File: src/rtl/input_vc_buffer.sv
// Input-port VC buffer: per-VC FIFOs with XY route compute on head flits,
// grant-driven pop toward the crossbar and per-VC credit return upstream.
package params_noc;
    typedef logic [2:0] inout_Port;
    localparam inout_Port LOCAL = 3'd0;
    localparam inout_Port NORTH = 3'd1;
    localparam inout_Port SOUTH = 3'd2;
    localparam inout_Port WEST  = 3'd3;
    localparam inout_Port EAST  = 3'd4;
endpackage

// One VC: FIFO plus IDLE/ACTIVE packet FSM and the registered route.
module input_vc_buffer_vc
    import params_noc::*;
#(
    parameter int buf_Depth  = 4,
    parameter int flit_Width = 32,
    parameter int coord_W    = 3,
    parameter int x_Cur      = 0,
    parameter int y_Cur      = 0
) (
    input  logic                  clk,
    input  logic                  rst_n,
    input  logic                  i_push,
    input  logic [flit_Width-1:0] i_flit,
    input  logic                  i_gnt,
    output logic                  o_req,
    output inout_Port             o_port,
    output logic [flit_Width-1:0] o_front,
    output logic                  o_drop,
    output logic                  o_discard
);
    localparam int AW = $clog2(buf_Depth);
    localparam logic [coord_W-1:0] XC = coord_W'(x_Cur);
    localparam logic [coord_W-1:0] YC = coord_W'(y_Cur);

    typedef enum logic {IDLE, ACTIVE} vc_state_t;

    logic [flit_Width-1:0] r_mem [buf_Depth];
    logic [AW:0]           r_wr_ptr, r_rd_ptr;
    vc_state_t             r_state, w_state_nxt;
    inout_Port             r_port, w_route;
    logic                  w_empty, w_full, w_pop, w_wr_en, w_route_en;
    logic [1:0]            w_type;
    logic [coord_W-1:0]    w_dx, w_dy;

    assign w_empty = (r_wr_ptr == r_rd_ptr);
    assign w_full  = (r_wr_ptr[AW] != r_rd_ptr[AW]) &&
                     (r_wr_ptr[AW-1:0] == r_rd_ptr[AW-1:0]);
    assign o_front = r_mem[r_rd_ptr[AW-1:0]];
    assign w_type  = o_front[flit_Width-1 -: 2];
    assign w_dx    = o_front[2*coord_W-1:coord_W];
    assign w_dy    = o_front[coord_W-1:0];

    // A pop in the same cycle frees the slot, so push into full is legal then.
    assign w_wr_en = i_push && (!w_full || w_pop);
    assign o_drop  = i_push && w_full && !w_pop;
    assign o_req   = (r_state == ACTIVE) && !w_empty;
    assign o_port  = r_port;

    always_comb begin
        w_route = LOCAL;
        if (w_dx > XC)      w_route = EAST;
        else if (w_dx < XC) w_route = WEST;
        else if (w_dy > YC) w_route = NORTH;
        else if (w_dy < YC) w_route = SOUTH;
    end

    always_comb begin
        w_state_nxt = r_state;
        w_pop       = 1'b0;
        w_route_en  = 1'b0;
        o_discard   = 1'b0;
        case (r_state)
            IDLE: if (!w_empty) begin
                if (w_type[0]) begin
                    w_route_en  = 1'b1;
                    w_state_nxt = ACTIVE;
                end else begin
                    w_pop     = 1'b1;
                    o_discard = 1'b1;
                end
            end
            ACTIVE: if (i_gnt && !w_empty) begin
                w_pop = 1'b1;
                if (w_type[1]) w_state_nxt = IDLE;
            end
            default: w_state_nxt = IDLE;
        endcase
    end

    always_ff @(posedge clk or negedge rst_n) begin
        if (!rst_n) begin
            r_state  <= IDLE;
            r_port   <= LOCAL;
            r_wr_ptr <= '0;
            r_rd_ptr <= '0;
        end else begin
            r_state <= w_state_nxt;
            if (w_route_en) r_port   <= w_route;
            if (w_wr_en)    r_wr_ptr <= r_wr_ptr + 1'b1;
            if (w_pop)      r_rd_ptr <= r_rd_ptr + 1'b1;
        end
    end

    always_ff @(posedge clk) begin
        if (w_wr_en) r_mem[r_wr_ptr[AW-1:0]] <= i_flit;
    end
endmodule

module input_vc_buffer
    import params_noc::*;
#(
    parameter int vc_Num     = 4,
    parameter int buf_Depth  = 4,
    parameter int flit_Width = 32,
    parameter int coord_W    = 3,
    parameter int x_Cur      = 0,
    parameter int y_Cur      = 0
) (
    input  logic                        clk,
    input  logic                        rst_n,
    input  logic                        valid_i,
    input  logic [$clog2(vc_Num)-1:0]   vc_id_i,
    input  logic [flit_Width-1:0]       flit_i,
    output logic [vc_Num-1:0]           request_o,
    output inout_Port [vc_Num-1:0]      out_port_o,
    input  logic [vc_Num-1:0]           grant_i,
    output logic                        valid_o,
    output logic [$clog2(vc_Num)-1:0]   vc_id_o,
    output logic [flit_Width-1:0]       flit_o,
    output logic [vc_Num-1:0]           credit_o,
    output logic                        err_o
);
    localparam int VW = $clog2(vc_Num);
    localparam logic [vc_Num-1:0] ONE = vc_Num'(1);

    logic [vc_Num-1:0]                 w_push, w_drop, w_discard;
    logic [vc_Num-1:0]                 w_gnt_req, w_gnt_oh;
    logic [vc_Num-1:0][flit_Width-1:0] w_front;
    logic [VW-1:0]                     w_sel;
    logic                              w_multi;

    logic                  r_valid, r_err;
    logic [VW-1:0]         r_vc_id;
    logic [flit_Width-1:0] r_flit;
    logic [vc_Num-1:0]     r_credit;

    // Grants without a live request are ignored; lowest requesting VC wins.
    assign w_gnt_req = grant_i & request_o;
    assign w_gnt_oh  = w_gnt_req & (~w_gnt_req + ONE);
    assign w_multi   = |(grant_i & (grant_i - ONE));

    always_comb begin
        w_sel = '0;
        for (int v = vc_Num - 1; v >= 0; v--)
            if (w_gnt_req[v]) w_sel = VW'(v);
    end

    for (genvar v = 0; v < vc_Num; v++) begin : g_vc
        assign w_push[v] = valid_i && (vc_id_i == VW'(v));
        input_vc_buffer_vc #(
            .buf_Depth (buf_Depth),
            .flit_Width(flit_Width),
            .coord_W   (coord_W),
            .x_Cur     (x_Cur),
            .y_Cur     (y_Cur)
        ) u_vc (
            .clk      (clk),
            .rst_n    (rst_n),
            .i_push   (w_push[v]),
            .i_flit   (flit_i),
            .i_gnt    (w_gnt_oh[v]),
            .o_req    (request_o[v]),
            .o_port   (out_port_o[v]),
            .o_front  (w_front[v]),
            .o_drop   (w_drop[v]),
            .o_discard(w_discard[v])
        );
    end

    always_ff @(posedge clk or negedge rst_n) begin
        if (!rst_n) begin
            r_valid  <= 1'b0;
            r_vc_id  <= '0;
            r_flit   <= '0;
            r_credit <= '0;
            r_err    <= 1'b0;
        end else begin
            r_valid  <= |w_gnt_oh;
            r_credit <= w_gnt_oh;
            if (|w_gnt_oh) begin
                r_flit  <= w_front[w_sel];
                r_vc_id <= w_sel;
            end
            r_err <= r_err | (|w_drop) | (|w_discard) | w_multi;
        end
    end

    assign valid_o  = r_valid;
    assign vc_id_o  = r_vc_id;
    assign flit_o   = r_flit;
    assign credit_o = r_credit;
    assign err_o    = r_err;
endmodule

File: config.mk
export PLATFORM = sky130hd
export DESIGN_NAME = input_vc_buffer
export DESIGN_NICKNAME = d
export VERILOG_FILES = /design/src/rtl/input_vc_buffer.sv
export SDC_FILE = /design/constraint.sdc
export NUM_CORES = 1
export LEC_CHECK = 0
export BUFFER_PORTS_ARGS = -buffer_cell sky130_fd_sc_hd__buf_2
export CAP_MARGIN = 40
export CORE_MARGIN = 8
export CORE_UTILIZATION = 40
export DETAILED_ROUTE_END_ITERATION = 8
export SLEW_MARGIN = 30
export SYNTH_ARGS = -nofsm -noshare
export SYNTH_HDL_FRONTEND = slang
export SYNTH_SLANG_ARGS = --single-unit
File: constraint.sdc
create_clock -name clk -period 5.85 [get_ports clk]
set_clock_uncertainty 0.1 [all_clocks]
set_input_delay 0 -clock clk [delete_from_list [all_inputs] [get_ports clk]]
set_output_delay 0 -clock clk [all_outputs]
set_load 0.02 [all_outputs]
# Word level (Yosys, flattened, before mapping)
# Memory sizes are Yosys's and may differ from the RTL's.
# Cells that the tools add are included.
# op_classes
addsub	10
order_cmp	17
eq_ne	15
muxes	74
bitwise	11
n_reduce_logical	49
# ops
op	count
$bmux 32 s2	1
$mux 1	44
$mux 3	12
$mux 32	1
$logic_and 1x1->1	28
$add 3x1->3 const B	8
$gt 3x1->1 const B	8
$lt 3x1->1 const B	8
$mux 2	8
$pmux 1 s2	8
$reduce_or 4->1	4
$and 4x4->4	3
$eq 3x3->1	4
$logic_not 1->1	12
$eq 2x2->1	4
$add 4x1->4 const B	1
$eq 2x2->1 const B	2
$logic_or 1x1->1	4
$ne 1x1->1	4
$not 1->1	4
$not 4->4	1
$sub 4x1->4 const B	1
$lt 2x3->1 const B	1
$or 1x1->1	3
other kinds (2)	2
# word_totals
reg_bits	80
ramBits	512
in_bits	41
word_cells	201
n_memories	4
# memory_table
memory	depth	word_bits	read_ports	rd_clocked_by_memory_dff	write_ports	line_no	text
g_vc[0].u_vc.r_mem	4	32	1	0	1	39	logic [flit_Width-1:0] r_mem [buf_Depth];
g_vc[1].u_vc.r_mem	4	32	1	0	1	39	
g_vc[2].u_vc.r_mem	4	32	1	0	1	39	
g_vc[3].u_vc.r_mem	4	32	1	0	1	39	

# Depth between registers and ports, before layout
# logic_depth
ltp_word	16
mapped_depth	10
depth_no_buf	7

# Hierarchy
# Synthesis repeated with hierarchy kept, for this count alone.
# hier_totals
cells_unflattened	1131
hier_area_um2	23248.5
# by_module_without_submodules
mod	instances	cells_each	area_per_inst_um2
input_vc_buffer_vc	4	219	5180.0
input_vc_buffer	1	255	2528.7

# Least setup slack after synthesis
# Ideal clock, no wire load.
# synth_path
path_kind	reg2reg
from	reg g_vc[0].u_vc.r_rd_ptr[1]
to	mem g_vc[3].u_vc.r_mem[0][0], enable pin
setup_time_ps	392
t_arrival_ps	2721
required_ps	5358
slack_ps	2637
stages_incl_launch_ff	8
n_path_buf	1
period_less_slack_ps	3213
cell_sequence	dfrtp_1 buf_6 xor2_2 o311ai_4 inv_2 o41a_1 a21oi_4 and2_1
# synth_between
elab_chain_len	14
# synth_lines
item	line_no	text
start: declaration	40	logic [AW:0] r_wr_ptr, r_rd_ptr;
start signal: assignment	102	if (w_pop) r_rd_ptr <= r_rd_ptr + 1'b1;
$eq 3x3->1	47	assign w_empty = (r_wr_ptr == r_rd_ptr);
$logic_not 1->1	58	assign o_req = (r_state == ACTIVE) && !w_empty;
$logic_and 1x1->1	58	
$and 4x4->4	150	assign w_gnt_req = grant_i & request_o;
$not 4->4	151	assign w_gnt_oh = w_gnt_req & (~w_gnt_req + ONE);
$add 4x1->4	151	
$and 4x4->4	151	
$logic_and 1x1->1	84	ACTIVE: if (i_gnt && !w_empty) begin
$mux 1	84	
$pmux 1 s2	74	case (r_state)
$logic_or 1x1->1	56	assign w_wr_en = i_push && (!w_full || w_pop);
$logic_and 1x1->1	56	
$mux 1	107	if (w_wr_en) r_mem[r_wr_ptr[AW-1:0]] <= i_flit;
$mux 1 (implied by the code)	107	
end: declaration	39	
# No other way between the ends.

# Worst setup path after layout
# layout_path
from	reg g_vc[0].u_vc.r_wr_ptr[1]
to	mem g_vc[1].u_vc.r_mem[3][17], enable pin
# layout_between
elab_chain_len	14
# layout_lines
item	line_no	text
start: declaration	40	
start signal: assignment	101	if (w_wr_en) r_wr_ptr <= r_wr_ptr + 1'b1;
$eq 3x3->1	47	
$logic_not 1->1	58	
$logic_and 1x1->1	58	
$and 4x4->4	150	
$not 4->4	151	
$add 4x1->4	151	
$and 4x4->4	151	
$logic_and 1x1->1	84	
$mux 1	84	
$pmux 1 s2	74	
$logic_or 1x1->1	56	
$logic_and 1x1->1	56	
$mux 1	107	
$mux 1 (implied by the code)	107	
end: declaration	39	
# No other way between the ends.

==> flow_summary.toml <==
[worst_setup_path]
reg2reg_setup_slack_ns = 2.09
crit_start = "g_vc[0].u_vc.r_wr_ptr[1]"
worstPathRequired_ns = 6.06
timing.rr.start = "g_vc[0].u_vc.r_wr_ptr[1]"
regToRegEndpoint = "g_vc[1].u_vc.r_mem[3][17]"
r2r_cells = 8
worstPathArrival_ns = 3.97
critPathCaptureType = "flop"
crit_type = "reg -> reg"
path_max_fanout = 45
critPathLaunchType = "flop"
cp-endpoint = "g_vc[1].u_vc.r_mem[3][17]"

[power_and_ir_drop]
leakagePower_nw = 9.18
finalPower_w = 0.0141
power.density_nw_per_um2 = 516
max-vdd-ir-drop_mv = 0.268

[finish]
post-route-util = 0.476
seqCellArea_um2 = 17300
multi_input_area_um2 = 5500
drive_above_1_share = 0.284
nFillCells = 4739
antenna_cells = 0
nets = 1423
layout.cells.non_filler = 2176
area_delta_synth_final_pct = 18.3

[yosys]
ys_seq_elements = 588
ys_warn_count = 0
syn_inst = 1193
synth-main-ff-cell = "edfxtp_1"
yosys.cell_count.top_type = "edfxtp_1"
netlist_area_um2 = 23100
yosysTopAreaCell = "edfxtp_1"
seq_area_frac_synth = 0.749
yosys-top-cells-area = "edfxtp_1 67%, mux4_2 12%, dfrtp_1 8.2%"
synth.avg_cell_area_um2 = 19.3
yosys-top-cells-count = "512 x edfxtp_1, 128 x mux4_2, 76 x dfrtp_1"
synth-edff-count = 512
synth-async-reset-ratio = 0.129
ys_types = 56
synth_top_area_share = 0.666

[floorplan]
die_w_um = 256
dieArea_um2 = 65600
ios = 97
rows = 88
die_h_um = 256
start_util = 0.402
coreArea_um2 = 57400

[placement]
hpwlAfterDp_mm = 38.9
routabilityCongestion = 0.843
place_ws_ns = 2.05
placed_cells = 2018
portBuffers = 92

[hold_path]
hp-class = "in -> reg"

[outcome]
outcome = "finished clean"

[timing]
fmax_ghz = 0.266
timing.final.crit_share = 0.643
rsz0062_at_grt = "no"
maxSlewViolCount = 0
hold_violations = 0
setup_slack_ns = 2.09
finalSetupViolCount = 0
tns_ns = 0
relSlewSlack = 0.437
worst_slew_pin_slew_ns = 0.842
fin_crit_ns = 3.76

[clocking]
cts_resized = 0
numCtsBuffers = 58
clk_latency_ns = 0.61
cts_setup_buffers = 0
clk_transition_reported_paths_ns = 0.07
cts_tree = "built"
numClockSinks = 588
cts_root_buf = "clkbuf_16"
htreeDepth = 2
clockBufferDepth = 3
ctsHoldBuffers = 44

[global_routing]
overflow = 0
antenna_found_initial = 1
grt_max_degree = 51
grt_pass1_vias = 11900
grt_pass1_wl_mm = 84.0
grtUsageTotal = 0.174

[drt]
firstDrtPassIters = 5
drc = 0
routedWlPerCell_um = 26.4
finalWirelength_mm = 57.4
routed_via_density = 5.39
ant_nets = 0
drtIter0Drc = 1127
dr_total_vias = 11700

[job]
cap_violations = 0
-- cells in the final DEF, fill, tap and decap left out, types with 11 or more instances in the layout --
| cell | n |
|---|---|
| edfxtp_1 | 512 |
| mux4_2 | 128 |
| buf_2 | 91 |
| dfrtp_1 | 68 |
| nor2_1 | 62 |
| nand2_1 | 61 |
| clkbuf_16 | 61 |
| dlygate4sd3_1 | 43 |
| a21oi_1 | 36 |
| o21ai_0 | 35 |
| nand3_1 | 24 |
| ha_1 | 20 |
| xnor2_1 | 19 |
| and2_2 | 15 |
| clkinv_2 | 14 |
| buf_4 | 14 |
| o22a_1 | 13 |
| bufinv_16 | 11 |
-- critical path: stages, from the launching register on --
cell	delay [ns]
dfrtp_1	0.44
xor2_2	0.20
o311ai_4	0.75
inv_2	0.15
buf_4	0.32
o22a_1	0.30
a21boi_1	0.38
and2_2	0.58
buf_16	0.23
-- sequential cells by signal, indices dropped and copies added, names as in the netlist --
register / count
err_o: 1
g_vc.u_vc.r_wr_ptr: 12
flit_o: 32
valid_o: 1
credit_o: 4
g_vc.u_vc.r_state: 4
vc_id_o: 2
g_vc.u_vc.o_port: 8
g_vc.u_vc.r_mem: 512
g_vc.u_vc.r_rd_ptr: 12
-- worst min path at each step --
stage | from | end | cells after the start
6_report | grant_i[1] | g_vc[1].u_vc.r_rd_ptr[0] | 5
5_1_grt | grant_i[1] | g_vc[1].u_vc.r_rd_ptr[0] | 5
4_1_cts | grant_i[1] | g_vc[1].u_vc.r_rd_ptr[0] | 5
3_5_place_dp | rst_n | g_vc[2].u_vc.o_port[2] | 1
3_3_place_gp | rst_n | g_vc[2].u_vc.o_port[0] | 1
2_1_floorplan | rst_n | credit_o[0] | 0
-- stage by stage --
stage          area, um^2  hold WS (ns)
2_1_floorplan       23100        -0.396
6_report            27300        0.0313
4_1_cts             27200        0.0116
3_5_place_dp        24700        -0.157
3_3_place_gp        24300        -0.157
5_1_grt             27300        0.0783
-- cells by family after synthesis --
family,count (synthesis),synth area share
flops,588,0.749
simple gates,192,0.0376
mux,146,0.133
compound gates,143,0.0424
buf+inv,74,0.0152
xor+xnor,28,0.0113
fa+ha+maj,21,0.0113
other cells,1,0.000163
-- layout make-up --
class                   count  share of cell area
multi-input cells         534               0.201
well taps                 765              0.0351
clock inverters            37              0.0172
inverters                  11             0.00151
clock buffers              72              0.0585
repair buffers            169              0.0530
flip-flops and latches    588               0.633
-- where the power goes --
group	leakage [nW]	switching [W]	internal (W)	total, W
combinational	2.67	0.00281	0.00187	0.00469
sequential	5.51	0.000335	0.00507	0.00541
clock	1.01	0.00156	0.00242	0.00398
total	9.18	0.00471	0.00937	0.0141
-- layer usage --
| metal | up-vias | track usage | wire length [um] |
|---|---|---|---|
| met4 | 0 | 0.0643 | 1930 |
| met5 | - | 0 | 0 |
| met3 | 87 | 0.0274 | 2700 |
| li1 | 5121 | - | - |
| met2 | 372 | 0.285 | 28100 |
| met1 | 6142 | 0.234 | 24600 |
No activity file was read; power rests on OpenSTA's default activity.
